### src/rtl/fnn_mac_scheduler.sv
// Sequencer that walks one shared MAC over every sample, layer, neuron and input
// of a small fully-connected network, and tallies correct classifications.
module fnn_mac_scheduler #(
    parameter int N_SAMPLE = 750,
    parameter int N_LAYER  = 3,
    parameter int N_NEURON = 10,
    parameter int N_IN0    = 62
) (
    input  logic       clk,
    input  logic       rst,
    input  logic       start,
    input  logic       eq,
    output logic       busy,
    output logic       done,
    output logic       read_mem_inp,
    output logic       read_mem_label,
    output logic       acc_clr,
    output logic       mac_en,
    output logic       act_ld,
    output logic [9:0] sample_idx,
    output logic [1:0] layer_idx,
    output logic [3:0] neuron_idx,
    output logic [5:0] in_idx,
    output logic [9:0] correct_cnt
);

    typedef enum logic [2:0] {
        S_IDLE  = 3'd0,
        S_FETCH = 3'd1,
        S_CLR   = 3'd2,
        S_MAC   = 3'd3,
        S_WB    = 3'd4,
        S_CHECK = 3'd5,
        S_DONE  = 3'd6
    } state_t;

    localparam logic [9:0] SAMPLE_LAST = 10'(N_SAMPLE - 1);
    localparam logic [1:0] LAYER_LAST  = 2'(N_LAYER - 1);
    localparam logic [3:0] NEURON_LAST = 4'(N_NEURON - 1);
    localparam logic [5:0] IN0_LAST    = 6'(N_IN0 - 1);
    localparam logic [5:0] INN_LAST    = 6'(N_NEURON - 1);
    localparam logic [9:0] CNT_MAX     = 10'd1023;

    // Output vector order: {busy, done, read_mem_inp, read_mem_label, acc_clr, mac_en, act_ld}
    function automatic logic [6:0] strobes_for(input state_t s);
        logic [6:0] v;
        case (s)
            S_FETCH: v = 7'b1010000;
            S_CLR:   v = 7'b1000100;
            S_MAC:   v = 7'b1000010;
            S_WB:    v = 7'b1000001;
            S_CHECK: v = 7'b1001000;
            S_DONE:  v = 7'b0100000;
            default: v = 7'b0000000;
        endcase
        return v;
    endfunction

    state_t     r_state;
    logic [6:0] r_out;
    logic [9:0] r_sample;
    logic [1:0] r_layer;
    logic [3:0] r_neuron;
    logic [5:0] r_in;
    logic [9:0] r_correct;
    logic       w_in_last;

    // Layer 0 consumes the raw inputs; deeper layers consume the previous layer's neurons.
    assign w_in_last = (r_layer == 2'd0) ? (r_in == IN0_LAST) : (r_in == INN_LAST);

    // Sequencer: state, indices, tally and the strobes of the state being entered.
    always_ff @(posedge clk or posedge rst) begin
        if (rst) begin
            r_state   <= S_IDLE;
            r_out     <= 7'b0000000;
            r_sample  <= 10'd0;
            r_layer   <= 2'd0;
            r_neuron  <= 4'd0;
            r_in      <= 6'd0;
            r_correct <= 10'd0;
        end else begin
            case (r_state)
                S_IDLE, S_DONE: begin
                    if (start) begin
                        r_state   <= S_FETCH;
                        r_out     <= strobes_for(S_FETCH);
                        r_sample  <= 10'd0;
                        r_layer   <= 2'd0;
                        r_neuron  <= 4'd0;
                        r_in      <= 6'd0;
                        r_correct <= 10'd0;
                    end else begin
                        r_out <= strobes_for(r_state);
                    end
                end
                S_FETCH: begin
                    r_state <= S_CLR;
                    r_out   <= strobes_for(S_CLR);
                end
                S_CLR: begin
                    r_in    <= 6'd0;
                    r_state <= S_MAC;
                    r_out   <= strobes_for(S_MAC);
                end
                S_MAC: begin
                    if (w_in_last) begin
                        r_state <= S_WB;
                        r_out   <= strobes_for(S_WB);
                    end else begin
                        r_in  <= r_in + 6'd1;
                        r_out <= strobes_for(S_MAC);
                    end
                end
                S_WB: begin
                    if (r_neuron != NEURON_LAST) begin
                        r_neuron <= r_neuron + 4'd1;
                        r_state  <= S_CLR;
                        r_out    <= strobes_for(S_CLR);
                    end else if (r_layer != LAYER_LAST) begin
                        r_neuron <= 4'd0;
                        r_layer  <= r_layer + 2'd1;
                        r_state  <= S_CLR;
                        r_out    <= strobes_for(S_CLR);
                    end else begin
                        r_state <= S_CHECK;
                        r_out   <= strobes_for(S_CHECK);
                    end
                end
                S_CHECK: begin
                    if (eq && (r_correct != CNT_MAX)) begin
                        r_correct <= r_correct + 10'd1;
                    end else begin
                        r_correct <= r_correct;
                    end
                    if (r_sample != SAMPLE_LAST) begin
                        r_sample <= r_sample + 10'd1;
                        r_layer  <= 2'd0;
                        r_neuron <= 4'd0;
                        r_state  <= S_FETCH;
                        r_out    <= strobes_for(S_FETCH);
                    end else begin
                        r_state <= S_DONE;
                        r_out   <= strobes_for(S_DONE);
                    end
                end
                default: begin
                    r_state <= S_IDLE;
                    r_out   <= 7'b0000000;
                end
            endcase
        end
    end

    assign {busy, done, read_mem_inp, read_mem_label, acc_clr, mac_en, act_ld} = r_out;
    assign sample_idx  = r_sample;
    assign layer_idx   = r_layer;
    assign neuron_idx  = r_neuron;
    assign in_idx      = r_in;
    assign correct_cnt = r_correct;

endmodule

### config.mk
export PLATFORM = sky130hd
export DESIGN_NAME = fnn_mac_scheduler
export DESIGN_NICKNAME = d
export VERILOG_FILES = /design/src/rtl/fnn_mac_scheduler.sv
export SDC_FILE = /design/constraint.sdc
export NUM_CORES = 1
export LEC_CHECK = 0
export BUFFER_PORTS_ARGS = -buffer_cell sky130_fd_sc_hd__buf_2
export CAP_MARGIN = 20
export CORE_ASPECT_RATIO = 2
export CORE_MARGIN = 3
export CORE_UTILIZATION = 55
export CTS_CLUSTER_DIAMETER = 60
export DETAILED_ROUTE_END_ITERATION = 16
export PLACE_DENSITY = 0.84
export SLEW_MARGIN = 0
export SYNTH_ARGS = -nofsm -noshare
export SYNTH_HDL_FRONTEND = slang
export SYNTH_SLANG_ARGS = --single-unit
### constraint.sdc
create_clock -name clk -period 4.15 [get_ports clk]
set_input_delay 0 -clock clk [delete_from_list [all_inputs] [get_ports clk]]
set_output_delay 0 -clock clk [all_outputs]
set_load 0.02 [all_outputs]
# Word level (Yosys, flattened, before mapping)

Cells that the tools add are included.

Bits in registers: 42

Muxes and demuxes: 32
$add $sub $neg: 5
Equal/unequal tests: 20
Reduce and logical (&&, ||, !) cells: 13

Operators with widths:

| operator                                                        | count |
|---|---|
| 7-bit one-hot mux with 6 select lines                           | 1 |
| 10-bit one-hot mux with 2 select lines                          | 2 |
| 10-bit two-way mux                                              | 3 |
| 4-bit two-way mux                                               | 6 |
| 10-bit by 1-bit adder with 10-bit output, second input constant | 2 |
| 10-bit != test, second input constant                           | 2 |
| 6-bit two-way mux                                               | 3 |
| 3-bit one-hot mux with 6 select lines                           | 1 |
| 6-bit one-hot mux with 3 select lines                           | 1 |
| 2-bit != test, second input constant                            | 8 |
| 3-bit two-way mux                                               | 5 |
| 7-bit two-way mux                                               | 2 |
| 4-bit one-hot mux with 3 select lines                           | 1 |
| 2-bit two-way mux                                               | 5 |
| 3-bit == test, second input constant                            | 3 |
| 3-bit AND reduction                                             | 3 |
| 6-bit by 1-bit adder with 6-bit output, second input constant   | 1 |
| 3-bit by 2-bit == test with 1-bit output, second input constant | 2 |
| 6-bit by 4-bit == test with 1-bit output, second input constant | 1 |
| 6-bit == test, second input constant                            | 1 |
| 2-bit one-hot mux with 3 select lines                           | 1 |
| 3-bit nonzero test                                              | 2 |
| 5-bit AND reduction                                             | 1 |
| 4-bit by 1-bit adder with 4-bit output, second input constant   | 1 |
| 12 further kinds                                                | 12 |

# Logic depth before layout (Yosys ltp)

Depth in word-level cells: 4
Gate-level depth with buffers: 8
Gate-level depth less buffers: 7

# Worst setup path before layout

No wires, ideal clock.

Path kind: reg2reg
From: register r_layer[0], in the netlist layer_idx[0]
To: register r_state[0]
Slack: 2.157 ns
Data required time: 4.019 ns
Setup time: 0.131 ns
Path buffers: 0
Arrival: 1.861 ns
Cell stages (with the launch flop): 7
Path through: dfrtp_1 -> inv_1 -> ha_1 -> or4_4 -> a21oi_4 -> a21oi_1 -> or3_1

Word-level cells in the longest chain between the ends: 4
Elaborated cells between the ends (all ways): 8

RTL lines:

| item                                                                         | line    | source |
|---|---|---|
| start: declaration                                                           | 62      | `logic [1:0] r_layer;` |
| start signal: assignment                                                     | 121     | `r_layer <= r_layer + 2'd1;` |
| 2-bit != test or 2-bit zero test (tied branches)                             | 119, 69 |  |
| 3-bit two-way mux or 1-bit two-way mux (tied branches)                       | 119, 69 |  |
| 3-bit two-way mux or 2-bit != test (tied branches)                           | --      |  |
| 3-bit one-hot mux with 6 select lines or 2-bit AND reduction (tied branches) | --      |  |
| end signal: assignment                                                       | 85      | `r_state <= S_FETCH;` |
| end signal: assignment                                                       | 117     | `r_state <= S_CLR;` |
| end signal: assignment                                                       | 122     | `r_state <= S_CLR;` |
| end: declaration                                                             | 59      | `state_t r_state;` |

Parallel ways exist; a longest one is shown, timed or not.
A chain may end at the register's enable or synchronous reset.

# Final worst setup path

From: register r_state[0]
To: register r_sample[1], in the netlist sample_idx[1]

Word-level cells in the longest chain between the ends: 4
Elaborated cells between the ends (all ways): 9

RTL lines:

| item                                                          | line | source |
|---|---|---|
| start signal: assignment                                      | 74   | `r_state <= S_IDLE;` |
| start signal: assignment                                      | 85   |  |
| start signal: assignment                                      | 97   | `r_state <= S_CLR;` |
| 3-bit == test or 3-bit zero test (tied branches)              | 82   | `case (r_state)` |
| 2-bit OR reduction                                            | 82   |  |
| 2-bit != test (no line) or 2-bit nonzero test (tied branches) | --   |  |
| 3-bit AND reduction (no line)                                 | --   |  |
| end signal: assignment                                        | 136  | `r_sample <= r_sample + 10'd1;` |
| end: declaration                                              | 61   | `logic [9:0] r_sample;` |

Parallel ways exist; a longest one is shown, timed or not.

==> run summary <==
Die Area: 5300 um^2
Ant. Diodes: 0
Setup violations, final: 0
routed via count: 2152
Placement Setup Slack: 2010 ps
HPWL after DPL: 4190 um
vias in the first global route: 2153
Die X: 53.0 um
Initial Util: 58.2%
CTS Buf Count: 5
CTS sink count: 42
total power: 730 uW
Worst-Skew Late Latency: 290 ps
Slew headroom: 58.1%
CTS H-tree lvls: 2
WP data arrival: 2430 ps
final-stage net count: 309
share of cells above drive strength 1: 21.2%
global route overflow: 0
Max rail drop VDD: 229 uV
1st-pass router iterations: 4
syn avg cell area: 9.60 um^2
HP Class: input pin to register
status: completed
CTS tree: done
post-route insts no fill: 349
number of synthesized flops with an enable pin: 0
site row count: 33
vias per cell: 6.17
gr usage total: 23.2%
hold path endpoint: r_state[2]
Clk pin slew, worst setup/hold paths: 80 ps
period utilisation layout: 53.0%
Warnings, synthesis: 0
global-route wire length before repair: 9420 um
die height: 100 um
Port Buffers: 42
Clock Path Buffers: 2
Slew Limit Fails: 0
leakage power: 1.24 nW
initial antenna violation count: 0
Register Area: 1050 um^2
Post-synth ARST share: 100%
Synth Flop Type: dfrtp_1
I/O pin total: 43
Worst Tran Pin Value: 628 ps
WHS Path Cells: 3
antenna-violating nets left: 0
Critical Path Sink Type: register
final setup margin: 1950 ps
TNS Setup: 0 ps
Reg2Reg Depth: 6
register bit total from synthesis: 42
Post-Route WL: 5560 um
Min Hold Slack: 111 ps
clk_skew: 7.34 ps
Mapped Cells: 253
RD Place Congestion: 0.902
footprint of the multi-input gates: 1270 um^2
critical path class: register to register
Hold Vio Cnt, Final: 0
maximum number of pins on one net before global-route repair: 43
core area: 4170 um^2
crit path launch type: register
DRC viols: 0
R2R setup slack: 1950 ps
placed cell count: 340
mapped cell area: 2430 um^2
Max-Cap Viols: 0
power per cell area: 263 nW/um^2
CTS root buf: clkbuf_8
Worst R2R Start: r_state[0]
Post-CTS Setup Inserts: 0
DR WL/cell: 15.9 um
fmax: 0.455 GHz
Synth cell types: 58
minimum clock period: 2200 ps
Area Growth Syn to Fin: 14.5%
Mapped Nets: 266
post-synthesis sequential area ratio: 43.3%
RSZ-0062 raised after global routing: false
Worst EP required: 4380 ps
hold_sp: start
CP max FO: 15
fill count: 379
worst flop-to-flop path endpoint: sample_idx[1]
drt initial violations: 49
==> per-layer routing <==
layer  track usage, %  wire length [um]  up-vias
met2             42.7              3150       52
met1             23.9              2060     1039
li1                 -                 -     1043
met3             2.53               160       18
met5                0                 0        -
met4             12.8               199        0
==> Yosys cell counts, types with 3 or more instances <==
cell / number / share of area [%]
xnor2_1: 3 / 1.1
a21o_1: 5 / 1.5
nand3b_1: 3 / 0.93
inv_1: 11 / 1.7
nor2_1: 12 / 1.9
a21oi_1: 15 / 3.1
o211ai_1: 5 / 1.5
buf_2: 5 / 1.0
ha_1: 9 / 4.6
nor3_1: 7 / 1.4
o22ai_1: 4 / 1.0
nand2_1: 20 / 3.1
nand4_1: 6 / 1.5
and2_1: 3 / 0.77
or4_1: 9 / 2.8
nand3_1: 17 / 3.5
nand2b_1: 3 / 0.77
dfrtp_1: 42 / 43
o21ai_0: 3 / 0.62
a31oi_1: 5 / 1.3
o31ai_1: 9 / 2.8
o21ai_1: 7 / 1.4
o21a_1: 4 / 1.2
==> registers in the layout (all words and copies together), names as in the netlist <==
register	flops
correct_cnt	10
sample_idx	10
r_out	7
in_idx	6
neuron_idx	4
r_state	3
layer_idx	2
==> through the flow <==
step / instance area, um^2 / util [%]
floorplan: 2430 / -
global placement: 2660 / 63.7
detailed placement: 2660 / 63.8
CTS: 2780 / 66.7
global route: 2780 / 66.7
finish: 2780 / 66.7
==> cell usage in the layout (no fill, tap or decap), types with 3 or more instances in the layout <==
master	n
a21o_1	5
a21oi_1	15
a31oi_1	5
and2_1	3
buf_2	43
clkbuf_8	8
dfrtp_1	42
ha_1	9
inv_1	11
nand2_1	20
nand2b_1	3
nand3_1	17
nand3b_1	3
nand4_1	6
nor2_1	12
nor3_1	7
o211ai_1	5
o21a_1	4
o21ai_0	3
o21ai_1	7
o22ai_1	4
o31ai_1	9
or4_1	9
xnor2_1	3
==> critical path: stages (launching register included) <==
cell and delay [ps]:
dfrtp_1 620, nand3b_1 300, nor4_1 600, buf_2 290
or2_1 170, inv_2 50, o21ai_1 100
==> repair_timing <==
action	4_1_cts	5_1_grt
setup endpoints to repair	0	0
endpoints found under the hold margin	42	0
gates resized for setup	0	0
hold buffers	1	0
==> worst max-delay path by stage <==
stage | from | endpoint | depth (start not counted)
after floorplan | layer_idx[0] | r_state[0] | 6
after global placement | sample_idx[1] | sample_idx[1] | 7
after detailed placement | r_state[1] | sample_idx[1] | 6
after CTS | r_state[0] | sample_idx[1] | 6
after global routing | r_state[0] | sample_idx[1] | 6
final | r_state[0] | sample_idx[1] | 6
==> layout make-up <==
class,count,share of cell area [%]
multi-input combinational,189,45.8
inverter,13,1.75
tap,52,2.34
timing repair buffer,45,8.37
sequential,42,37.8
clock buffer,8,3.96
==> logic make-up (layout without fill, tap and decap cells) <==
logic type | count (synthesis) | count (layout) | synth area share, %
buffers and inverters | 22 | 66 | 4.28
xor gates and xnor gates | 4 | 4 | 1.44
and+or+nand+nor | 98 | 98 | 22.6
muxes | 4 | 4 | 1.75
adders and majority gates | 9 | 9 | 4.64
DFF | 42 | 42 | 43.3
AOI/OAI and AO/OA | 74 | 74 | 22.1
==> power by group <==
group          total, mW  switching [mW]  internal, mW
clock network      0.306           0.138         0.168
logic             0.0143          0.0110       0.00327
registers          0.410        0.000626         0.409
No activity file was read; power rests on OpenSTA's default activity.
